### src/rtl/riscv_definitions.sv
// Shared riscv-small types used by the fetch stage: instruction word union,
// fetch FSM states and the canonical NOP encoding (addi x0, x0, 0).
package riscv_definitions;

    localparam logic [31:0] NOP_INST = 32'h0000_0013;

    typedef enum logic {
        REQ  = 1'b0,
        WAIT = 1'b1
    } fetch_state_e;

    typedef struct packed {
        logic [6:0] funct7;
        logic [4:0] rs2;
        logic [4:0] rs1;
        logic [2:0] funct3;
        logic [4:0] rd;
        logic [6:0] opcode;
    } r_type_t;

    typedef union packed {
        logic [31:0] raw;
        r_type_t     r;
    } instruction_u;

    typedef struct packed {
        instruction_u inst;
        logic [31:0]  pc;
    } fetch_entry_t;

endpackage

### src/rtl/fetch_skid_buf.sv
// One-entry {inst,pc} holding register for a response that lands while IF/ID is stalled.
module fetch_skid_buf
    import riscv_definitions::*;
(
    input  logic         clk,
    input  logic         rst_n,
    input  logic         clk_en,
    input  logic         push,
    input  logic         pop,
    input  logic         flush,
    input  fetch_entry_t din,
    output fetch_entry_t dout,
    output logic         full
);

    always_ff @(posedge clk or negedge rst_n) begin
        if (!rst_n) begin
            full <= 1'b0;
            dout <= '0;
        end else if (clk_en) begin
            if (flush) begin
                full <= 1'b0;
            end else if (push) begin
                full <= 1'b1;
                dout <= din;
            end else if (pop) begin
                full <= 1'b0;
            end
        end
    end

endmodule

### src/rtl/instruction_fetch.sv
// IF stage: PC, single-outstanding imem fetch, redirect kill and stall skid.
// Optional IF_MISALIGN_CHK_EN adds if_misalign and blocks fetch on misaligned targets.
module instruction_fetch
    import riscv_definitions::*;
#(
    parameter logic [31:0] RESET_ADDR = 32'h0000_0000
) (
    input  logic         clk,
    input  logic         rst_n,
    input  logic         clk_en,
    output logic         imem_req,
    output logic [31:0]  imem_addr,
    input  logic         imem_gnt,
    input  logic         imem_rvalid,
    input  logic [31:0]  imem_rdata,
    input  logic         branch_taken,
    input  logic [31:0]  jump_addr,
    input  logic         stall,
    output instruction_u inst,
    output logic [31:0]  pc,
`ifdef IF_MISALIGN_CHK_EN
    output logic         if_misalign,
`endif
    output logic         inst_valid
);

    fetch_state_e state, state_d;
    logic [31:0]  fetch_pc, redirect_pc, jmp, rsp_pc;
    logic         kill, misalign, gnt_acc, rsp, skid_full;
    fetch_entry_t skid_din, skid_q;

`ifdef IF_MISALIGN_CHK_EN
    logic misalign_q;
    always_ff @(posedge clk or negedge rst_n) begin
        if (!rst_n)                      misalign_q <= 1'b0;
        else if (clk_en && branch_taken) misalign_q <= |jump_addr[1:0];
    end
    assign misalign    = misalign_q;
    assign if_misalign = misalign_q;
    assign jmp         = jump_addr;
`else
    logic unused_jump_lsb;
    assign unused_jump_lsb = ^jump_addr[1:0];
    assign misalign        = 1'b0;
    assign jmp             = {jump_addr[31:2], 2'b00};
`endif

    assign gnt_acc  = imem_req && imem_gnt;
    assign rsp      = (state == WAIT) && imem_rvalid;
    // In WAIT fetch_pc already points past the outstanding word
    assign rsp_pc   = fetch_pc - 32'd4;
    assign skid_din = {imem_rdata, rsp_pc};

    always_ff @(posedge clk or negedge rst_n) begin
        if (!rst_n)      state <= REQ;
        else if (clk_en) state <= state_d;
    end

    always_comb begin
        state_d = state;
        case (state)
            REQ:     if (gnt_acc) state_d = WAIT;
            WAIT:    if (imem_rvalid) state_d = REQ;
            default: state_d = REQ;
        endcase
    end

    always_comb begin
        imem_req  = (state == REQ) && !skid_full && !misalign;
        imem_addr = fetch_pc;
    end

    // kill marks the outstanding (or about-to-be-granted) fetch as stale
    always_ff @(posedge clk or negedge rst_n) begin
        if (!rst_n) begin
            fetch_pc    <= RESET_ADDR;
            redirect_pc <= RESET_ADDR;
            kill        <= 1'b0;
        end else if (clk_en) begin
            case (state)
                REQ: begin
                    if (gnt_acc) begin
                        kill     <= kill | branch_taken;
                        fetch_pc <= branch_taken ? jmp : (kill ? redirect_pc : fetch_pc + 32'd4);
                    end else if (branch_taken) begin
                        if (imem_req) begin
                            kill        <= 1'b1;
                            redirect_pc <= jmp;
                        end else begin
                            kill     <= 1'b0;
                            fetch_pc <= jmp;
                        end
                    end
                end
                WAIT: begin
                    if (imem_rvalid) begin
                        kill <= 1'b0;
                        if (branch_taken) fetch_pc <= jmp;
                    end else if (branch_taken) begin
                        kill     <= 1'b1;
                        fetch_pc <= jmp;
                    end
                end
                default: kill <= 1'b0;
            endcase
        end
    end

    always_ff @(posedge clk or negedge rst_n) begin
        if (!rst_n) begin
            inst       <= NOP_INST;
            pc         <= 32'h0;
            inst_valid <= 1'b0;
        end else if (clk_en) begin
            if (branch_taken) begin
                inst       <= NOP_INST;
                inst_valid <= 1'b0;
            end else if (!stall) begin
                if (skid_full) begin
                    inst       <= skid_q.inst;
                    pc         <= skid_q.pc;
                    inst_valid <= 1'b1;
                end else if (rsp && !kill) begin
                    inst       <= imem_rdata;
                    pc         <= rsp_pc;
                    inst_valid <= 1'b1;
                end else begin
                    inst       <= NOP_INST;
                    inst_valid <= 1'b0;
                end
            end
        end
    end

    fetch_skid_buf u_skid (
        .clk    (clk),
        .rst_n  (rst_n),
        .clk_en (clk_en),
        .push   (rsp && !kill && stall && !branch_taken),
        .pop    (!stall && skid_full && !branch_taken),
        .flush  (branch_taken),
        .din    (skid_din),
        .dout   (skid_q),
        .full   (skid_full)
    );

endmodule

### config.mk
export PLATFORM = sky130hd
export DESIGN_NAME = instruction_fetch
export DESIGN_NICKNAME = d
export VERILOG_FILES = /design/src/rtl/riscv_definitions.sv /design/src/rtl/fetch_skid_buf.sv /design/src/rtl/instruction_fetch.sv
export SDC_FILE = /design/constraint.sdc
export NUM_CORES = 1
export LEC_CHECK = 0
export ABC_AREA = 1
export CAP_MARGIN = 20
export CORE_MARGIN = 2
export CORE_UTILIZATION = 50
export CTS_BUF_LIST = sky130_fd_sc_hd__clkbuf_8
export DETAILED_ROUTE_END_ITERATION = 6
export GPL_TIMING_DRIVEN = 0
export PLACE_DENSITY_LB_ADDON = 0.25
export SLEW_MARGIN = 20
export SYNTH_ARGS = -nofsm -noshare
export SYNTH_HDL_FRONTEND = slang
export SYNTH_HIERARCHICAL = 1
export SYNTH_SLANG_ARGS = --single-unit
### constraint.sdc
create_clock -name clk -period 1.75 [get_ports clk]
set_input_delay 0.35 -clock clk [delete_from_list [all_inputs] [get_ports clk]]
set_output_delay 0.35 -clock clk [all_outputs]
set_load 0.03 [all_outputs]
== Yosys cells after proc, flatten, opt, wreduce, memory -nomap -nowiden ==
Cells that the tools add are included.

* Flip-flop bits (word level): 194
* Bits of input ports: 71
* Output and inout bits: 98

* Add/subtract/negate cells: 2
* Equal/unequal tests: 5
* Multiplexer cells: 29
* Bitwise gates (word level): 5
* Reductions and logical operators: 21

{| class="wikitable"
|+ Operators by type and width
! operator !! count
|-
| $mux 32 || 12
|-
| $pmux 32 s2 || 1
|-
| $add 32x3->32 const B || 1
|-
| $sub 32x3->32 const B || 1
|-
| $mux 1 || 14
|-
| $ne 3x3->1 const B || 3
|-
| $logic_and 1x1->1 || 8
|-
| $reduce_and 4->1 || 2
|-
| $reduce_and 3->1 || 2
|-
| $reduce_and 5->1 || 1
|-
| $logic_not 1->1 || 4
|-
| $ne 2x2->1 const B || 2
|-
| $not 1->1 || 4
|-
| $pmux 1 s2 || 2
|-
| $reduce_and 2->1 || 2
|-
| $reduce_bool 3->1 || 1
|-
| $reduce_bool 2->1 || 1
|-
| $or 1x1->1 || 1
|}

== Longest topological paths before layout ==
Gate-level depths: netlist (run 1).

* Depth in word-level cells: 6
* Depth in mapped cells: 11
* Gate-level depth less buffers: 10

== Modules after synthesis ==
The synthesis (run 1) kept the hierarchy.

{| class="wikitable"
|+ By module, submodules not included
! module !! times used !! cells an instance !! area an instance (um^2)
|-
| instruction_fetch || 1 || 1,168 || 7,947.6
|-
| fetch_skid_buf || 1 || 278 || 2,816.5
|}

== Worst setup path before layout (run 1) ==
Ideal clock, no wire load.

* Path kind: reg2reg
* From: register fetch_pc[2], in the netlist imem_addr[2]
* To: register pc[30]
* Arrival time: 1,643 ps
* Required time: 1,629 ps
* Path slack: -14 ps
* Cell stages (with the launch flop): 11
* Buffers on the path: 0
* Clock period less this slack: 1,764 ps
* Path through: dfrtp_1 > inv_1 > ha_1 > nand2_2 > inv_1 > nand2_1 > nor2_1 > nand2_1 > nand2_1 > o21ai_1 > nand2_1

* Cells in the longest elaborated chain, start to end: 3

{| class="wikitable"
|+ Ends and longest elaborated chain
! what !! RTL line !! RTL
|-
| start: declaration || instruction_fetch.sv:28 || <nowiki>logic [31:0] fetch_pc, redirect_pc, jmp, rsp_pc;</nowiki>
|-
| start signal: assignment || instruction_fetch.sv:84 || <nowiki>fetch_pc <= branch_taken ? jmp : (kill ? redirect_pc : fetch_pc + 32'd4);</nowiki>
|-
| start signal: assignment || instruction_fetch.sv:91 || <nowiki>fetch_pc <= jmp;</nowiki>
|-
| start signal: assignment || instruction_fetch.sv:98 || <nowiki>if (branch_taken) fetch_pc <= jmp;</nowiki>
|-
| $sub 32x3->32 || instruction_fetch.sv:51 || <nowiki>assign rsp_pc = fetch_pc - 32'd4;</nowiki>
|-
| via rsp_pc[30] || instruction_fetch.sv:28 ||
|-
| $mux 32 || instruction_fetch.sv:123 || <nowiki>end else if (rsp && !kill) begin</nowiki>
|-
| $mux 32 || instruction_fetch.sv:119 || <nowiki>if (skid_full) begin</nowiki>
|-
| end signal: assignment || instruction_fetch.sv:121 || <nowiki>pc <= skid_q.pc;</nowiki>
|-
| end signal: assignment || instruction_fetch.sv:125 || <nowiki>pc <= rsp_pc;</nowiki>
|-
| end: declaration || instruction_fetch.sv:20 || <nowiki>output logic [31:0] pc,</nowiki>
|}

The timed path passes the listed nets, and every way through them passes these cells. The select of a mux whose other input is x is not followed.
A chain may end at the register's enable or synchronous reset.

== Worst setup path after layout (run 1) ==
* From: register fetch_pc[8], in the netlist imem_addr[8]
* To: register pc[23]

* Cells in the longest elaborated chain, start to end: 3

{| class="wikitable"
|+ Ends and longest elaborated chain
! what !! RTL line
|-
| $sub 32x3->32 || instruction_fetch.sv:51
|-
| $mux 32 || instruction_fetch.sv:123
|-
| $mux 32 || instruction_fetch.sv:119
|}

Every way passes these cells. The select of a mux whose other input is x is not followed.

==> flow_metrics.py, run 1 <==
metrics = {
    "worst_setup_path": {
        "timing.setup.critical_path_class": "reg2reg",
        "worstSetupEndpointType": "flop",
        "critical-path-top-cell-by-count": "nor2_4",
        "buffers_and_inverters_on_the_worst_path": 1,
        "worst-endpoint-required_ns": 2.13,
        "critPathLaunchType": "flop",
        "critical_path_arrival_ns": 2.13,
        "critical_path.cell_chain": "buf_6 > nor2_4 > nand2_4 > nor2_4 > nand2_4 > nor2_4 > nand2_1 > nand2_2 > nand3_2 > nand2_2 > nand2_1",
        "critPathTopFamily": "simple AND/OR/NAND/NOR gates",
        "critical-path-max-stage-delay_ns": 0.42,
        "critPathSlowestCell": "dfrtp_1",
        "path_max_fanout": 7,
    },
    "sta": {
        "tightest_slew_ns": 0.614,
        "layout_min_cycle_time_ns": 1.75,
        "grt_setup_unrepaired": "true",
        "maxClockFrequency_ghz": 0.570,
        "period_share": 1.00,
        "worst_slack_ns": -0.00315,
        "timing.max_slew.rel_slack": 0.590,
        "fin_skew_ns": 0.0221,
        "setup-tns-final_ns": -0.00315,
        "final-setup-viol-count": 1,
        "timing.final.max_slew_violations": 0,
        "finalHoldViolations": 0,
    },
    "floorplan": {
        "design.portCount": 169,
        "coreArea_mm2": 0.0211,
        "total_die_area_mm2": 0.0227,
        "fp-row-count": 53,
        "die_w_um": 151,
        "floorplan.initialDensity": 0.510,
        "vert_die_dim_um": 151,
    },
    "cells_and_area": {
        "layout.filler_cells": 1901,
        "post-route-util": 0.661,
        "regArea_mm2": 0.00482,
        "final_net_count": 1740,
        "non_filler_cells_final": 1955,
        "layout-drive-gt1-share": 0.204,
        "multi_input_area_mm2": 0.00528,
        "area_growth_pct": 29.6,
        "antennaDiodeCount": 0,
    },
    "clocking": {
        "clock_root_cell": "clkbuf_8",
        "cts_htree_levels": 4,
        "tritoncts": "yes",
        "cts_buffer_depth": 2,
        "clk_latency_ns": 0.49,
        "cts_sinks": 192,
        "cts.clk_slew.worst_paths_ns": 0.11,
        "cts_inserted_buffers": 17,
    },
    "placed_design": {
        "placement.io_buffers": 164,
        "post-dp-hpwl_um": 24300,
        "dp.cells": 1890,
        "gp_congestion": 0.955,
        "pre_cts_ws_ns": -0.698,
    },
    "pwr": {
        "power.ir.vdd_worst_uv": 661,
        "clock_power_share": 0.186,
        "overall_power_of_the_completed_layout_mw": 16.5,
        "power_frac_seq": 0.380,
        "net_load_switching_power_mw": 7.18,
        "power_density_mw_per_mm2": 1180,
        "p_int_mw": 9.29,
        "leakage_nw": 7.04,
        "switching_share": 0.436,
        "power.share.combinational": 0.434,
    },
    "hold_path": {
        "hold_path.class": "in2async",
    },
    "synthesis": {
        "yosys_warnings": 6,
        "ys_seq_elements": 192,
        "postSynthCellCount": 1446,
        "mappedNetlistArea_mm2": 0.0108,
        "syn_avg_cell_area_um2": 7.44,
        "synth_seq_area_share": 0.447,
        "number_of_distinct_library_cells_after_synthesis": 40,
        "dominantRegCellSynth": "dfrtp_1",
        "ys_async_sr_fraction": 1.00,
        "synth_enable_flop_cells": 0,
    },
    "routing": {
        "route.vias.total": 10300,
        "antenna_violating_nets_post_route": 0,
        "avgRoutedWirePerCell_um": 16.8,
        "post_drt_via_cell_ratio": 5.29,
        "routed_wirelength_um": 32900,
        "drtIter0Drc": 836,
        "drc": 0,
        "detail_route.first_pass.iterations": 7,
    },
    "global_route": {
        "grt_pass1_wl_um": 50700,
        "pin_count_of_the_biggest_net_entering_global_routing": 84,
        "grt_pass1_vias": 9507,
        "groute.usage.overall": 0.290,
        "antenna_found_initial": 0,
        "grt.overflow.total": 0,
    },
    "outcome": {
        "outcome": "complete, but fails checks",
        "violations": "negative setup slack",
    },
    "flow_run": {
        "max-cap-violations": 0,
    },
}
## through the flow
| step | hold slack, ns | instance area, um^2 |
|---|---|---|
| after global placement | 0.460 | 12800 |
| after detailed placement | 0.259 | 12800 |
| final | 0.320 | 13900 |
| after global routing | 0.358 | 13900 |
| after CTS | 0.324 | 13300 |
| after floorplan | 0.0544 | 10800 |
## cell usage after synthesis (14+ instances only)
master,count,share of area
buf_2,32,0.015
nor2_1,210,0.073
o21ai_0,100,0.046
nand3_1,53,0.025
o21ai_1,14,0.0065
xor2_1,14,0.011
dfrtp_1,189,0.44
a21oi_1,100,0.046
inv_1,148,0.052
buf_6,18,0.019
nand2_1,393,0.14
clkbuf_1,21,0.0073
o21ai_2,57,0.046
## kinds of logic after synthesis
| family | after synthesis | share of synthesized area |
|---|---|---|
| compound gates | 287 | 0.157 |
| fa+ha+maj | 2 | 0.00232 |
| buf+inv | 239 | 0.103 |
| simple gates | 693 | 0.262 |
| xor+xnor | 20 | 0.0170 |
| mux | 12 | 0.0124 |
| other cells | 1 | 0.000348 |
| flops | 192 | 0.447 |
## layout by cell type, fill, tap and decap left out, types with 4 or more instances in the layout
master	n
nor2_2	22
nand2_2	18
inv_1	146
a31oi_1	5
clkbuf_8	17
o21ai_0	97
clkdlybuf4s15_2	11
clkbuf_2	4
inv_6	6
buf_4	44
o21ai_1	11
xnor2_2	4
nand2_4	7
mux2_2	11
clkdlybuf4s50_1	66
nand3_2	10
nor2_1	177
dfrtp_2	9
o21ai_2	61
clkbuf_1	17
conb_1	4
clkbuf_4	5
dfrtp_1	180
nor2_4	27
nand3_1	43
buf_2	20
buf_6	28
dlygate4sd2_1	77
a21oi_1	99
nand2_1	378
nand4_1	7
xor2_1	11
## timing repair
item,in CTS,in global routing
setup endpoints to repair,221,150
hold endpoints to repair,44,0
pin swaps,2,23
gates resized for setup,174,137
hold buffers,1,0
buffers inserted,4,27
gates cloned,0,1
## state kept, by name, summed over array words and instances, names as in the netlist
register / cells
kill: 1
state: 1
u_skid/full: 1
inst_valid: 1
inst: 32
u_skid/dout: 64
pc: 32
imem_addr: 30
redirect_pc: 30
## final cells by class
type	instances	share of cell area
Multi-Input combinational cell	1018	0.379
Sequential cell	192	0.346
Timing Repair Buffer	199	0.134
Buffer	84	0.0448
Inverter	155	0.0432
Tap cell	275	0.0247
Clock buffer	17	0.0168
Clock inverter	15	0.0125
## power by group through the flow
stage,sequential [mW],clock (mW),combinational [mW]
2_1_floorplan,7.26,0,3.08
3_3_place_gp,6.27,0,6.61
3_5_place_dp,6.29,0,6.70
4_1_cts,6.20,3.10,6.50
5_1_grt,6.39,3.29,7.73
6_report,6.26,3.06,7.14
## per-layer routing
metal / up-vias / GRT usage / part of all wire
li1: 4997 / - / -
met1: 4888 / 0.397 / 0.43
met2: 401 / 0.471 / 0.47
met3: 63 / 0.0400 / 0.062
met4: 0 / 0.108 / 0.034
met5: - / 0 / 0
## path summary, 6_finish.rpt
| path | startpoint | to | slack [ns] | cells after the start |
|---|---|---|---|---|
| worst max-delay path | imem_addr[8]$_DFFE_PN0P_ | pc[23]$_DFFE_PN0P_ | -0.003 | 11 |
| worst min-delay path | rst_n | inst[12]$_DFFE_PN0P_ | 0.32 | 2 |
| max in group asynchronous | rst_n | imem_addr[27]$_DFFE_PN0P_ | 0.29 | 4 |
| worst max register to register | imem_addr[8]$_DFFE_PN0P_ | pc[23]$_DFFE_PN0P_ | -0.003 | 11 |
| min in group clk | jump_addr[19] | redirect_pc[19]$_DFFE_PN0P_ | 0.43 | 3 |
| worst min register to register | pc[1]$_DFFE_PN0P_ | pc[1]$_DFFE_PN0P_ | 0.48 | 2 |
Power figures use the tool's default switching activity.
==> inputs of run 2 (changes only) <==
Clock period 1.75 ns to 1.8 ns, I/O delays scaled along.
==> flow_metrics.py, run 2 (synthesized netlist as in run 1, its figures left out) <==
metrics = {
    "pwr": {
        "net_load_switching_power_mw": 6.86,
        "clock_power_share": 0.194,
        "p_int_mw": 8.83,
        "switching_share": 0.437,
        "power_density_mw_per_mm2": 1150,
        "power.share.combinational": 0.418,
        "overall_power_of_the_completed_layout_mw": 15.7,
        "power_frac_seq": 0.387,
        "leakage_nw": 6.90,
        "power.ir.vdd_worst_uv": 661,
    },
    "placed_design": {
        "gp_congestion": 0.922,
        "placed_area_mm2": 0.0128,
        "post-dp-hpwl_um": 24400,
        "placement.io_buffers": 164,
    },
    "routing": {
        "drc": 0,
        "drtIter0Drc": 733,
        "antenna_violating_nets_post_route": 0,
        "route.vias.total": 10200,
        "detail_route.first_pass.iterations": 5,
        "post_drt_via_cell_ratio": 5.28,
        "avgRoutedWirePerCell_um": 16.8,
        "routed_wirelength_um": 32600,
    },
    "floorplan": {
        "vert_die_dim_um": 151,
        "design.portCount": 169,
        "die_w_um": 151,
        "fp-row-count": 53,
        "floorplan.initialDensity": 0.510,
        "coreArea_mm2": 0.0211,
        "total_die_area_mm2": 0.0227,
    },
    "cells_and_area": {
        "final_cell_mix": "389 x nand2_1, 186 x nor2_1, 182 x dfrtp_1",
        "reg_top3": "u_skid/dout: 64 flops, inst: 32 flops, pc: 32 flops",
        "fin_area_mm2": 0.0136,
        "layout.filler_cells": 1899,
        "layout-drive-gt1-share": 0.174,
        "largest_register_ff_count": 64,
        "area_growth_pct": 26.3,
        "largest_register": "u_skid/dout",
        "mostFrequentLayoutCell": "nand2_1",
        "regArea_mm2": 0.00482,
        "final_net_count": 1724,
        "multi_input_area_mm2": 0.00510,
    },
    "sta": {
        "fin_skew_ns": 0.0143,
        "timing.max_slew.rel_slack": 0.615,
        "layout_min_cycle_time_ns": 1.79,
        "grt_setup_unrepaired": "true",
        "finalHoldViolations": 0,
        "timing.final.max_slew_violations": 0,
        "tightest_slew_ns": 0.577,
        "period_share": 0.996,
        "maxClockFrequency_ghz": 0.558,
        "final-setup-viol-count": 0,
    },
    "global_route": {
        "grt.overflow.total": 0,
        "grt_pass1_vias": 9509,
        "groute.usage.overall": 0.290,
        "antenna_found_initial": 1,
        "grt_pass1_wl_um": 50400,
        "pin_count_of_the_biggest_net_entering_global_routing": 80,
    },
    "clocking": {
        "cts_htree_levels": 4,
        "cts_inserted_buffers": 17,
        "cts.clk_slew.worst_paths_ns": 0.11,
        "tritoncts": "yes",
        "cts_buffer_depth": 2,
        "clock_root_cell": "clkbuf_8",
        "clk_latency_ns": 0.49,
        "cts_sinks": 192,
    },
    "worst_setup_path": {
        "worst-endpoint-required_ns": 2.18,
        "path_max_fanout": 9,
        "critPathLaunchType": "flop",
        "worstSetupEndpointType": "flop",
        "critical_path_arrival_ns": 2.17,
        "timing.setup.critical_path_class": "reg2reg",
    },
    "outcome": {
        "outcome": "completed",
    },
    "flow_run": {
        "max-cap-violations": 0,
    },
    "hold_path": {
        "hold_path.class": "in2async",
    },
}
==> run 2: changes by cell type in the layout (fill, tap and decap cells not counted), sizes merged, moves of 3 or more <==
cell	change
buf	-22
clkbuf	+5
clkdlybuf4s15	-4
clkinv	-3
dlygate4sd2	+5
inv	+3
==> run 2: final cells by class <==
| cell class | count | area share |
|---|---|---|
| inverters | 155 | 0.0437 |
| well taps | 275 | 0.0253 |
| repair buffers | 183 | 0.127 |
| diodes | 1 | 0.000184 |
| flip-flops and latches | 192 | 0.354 |
| plain buffers | 84 | 0.0426 |
| multi-input cells | 1018 | 0.376 |
| clock inverters | 14 | 0.0124 |
| clock buffers | 18 | 0.0182 |
==> run 2: power groups by stage <==
stage          combinational (mW)  clock, mW  sequential [mW]
2_1_floorplan                2.99          0             7.06
3_3_place_gp                 6.42          0             6.10
3_5_place_dp                 6.52          0             6.13
4_1_cts                      6.25       3.07             6.04
5_1_grt                      7.13       3.25             6.20
6_report                     6.57       3.05             6.07
==> run 2: what timing repair did <==
action | in CTS | in global routing
hold buffers | 1 | 0
pin swaps | 1 | 10
setup endpoints to repair | 194 | 117
buffers inserted | 1 | 15
endpoints found under the hold margin | 42 | 0
gates resized for setup | 153 | 82
==> run 2: routing by layer <==
layer | wire length [um] | vias up | share of wire | global-route usage
met1 | 13900 | 4770 | 0.43 | 0.389
li1 | - | 4983 | - | -
met2 | 15300 | 425 | 0.47 | 0.466
met4 | 1290 | 0 | 0.040 | 0.129
met5 | 0 | - | 0 | 0
met3 | 2020 | 70 | 0.062 | 0.0445
==> run 2: final timing paths <==
check / endpoint / slack [ns] / start / cells after the start
max: pc[21]$_DFFE_PN0P_ / 0.006 / imem_addr[6]$_DFFE_PN0P_ / 9
min: inst[11]$_DFFE_PN0P_ / 0.32 / rst_n / 2
max reg2reg: pc[21]$_DFFE_PN0P_ / 0.006 / imem_addr[6]$_DFFE_PN0P_ / 9
min reg2reg: inst[11]$_DFFE_PN0P_ / 0.48 / inst[11]$_DFFE_PN0P_ / 2
max in group asynchronous: imem_addr[27]$_DFFE_PN0P_ / 0.37 / rst_n / 4
min in group clk: state$_DFFE_PN0P_ / 0.34 / clk_en / 2
==> run 2: worst max-delay path: stages (launching register included) <==
cell      delay (ns)
dfrtp_1         0.41
buf_6           0.16
nor2_2          0.11
nand2_2         0.10
nor2_4          0.22
nand2_2         0.10
o21ai_1         0.12
nand2_1         0.13
o21bai_1        0.24
nand2_1         0.08
==> run 2: stage by stage <==
| stage | instances | setup TNS [ns] | setup slack (ns) | hold WS [ns] | util |
|---|---|---|---|---|---|
| 3_5_place_dp | 1890 | -77.50 | -0.622 | 0.265 | 0.608 |
| 6_report | 1940 | 0 | 0.00638 | 0.324 | 0.645 |
| 3_3_place_gp | 1888 | -1549.71 | -7.75 | 0.460 | 0.605 |
| 5_1_grt | 1940 | -0.189 | -0.0290 | 0.345 | 0.645 |
| 4_1_cts | 1924 | 0 | 0.00292 | 0.319 | 0.628 |
| 2_1_floorplan | 1449 | 0 | 0.0365 | 0.0644 | - |
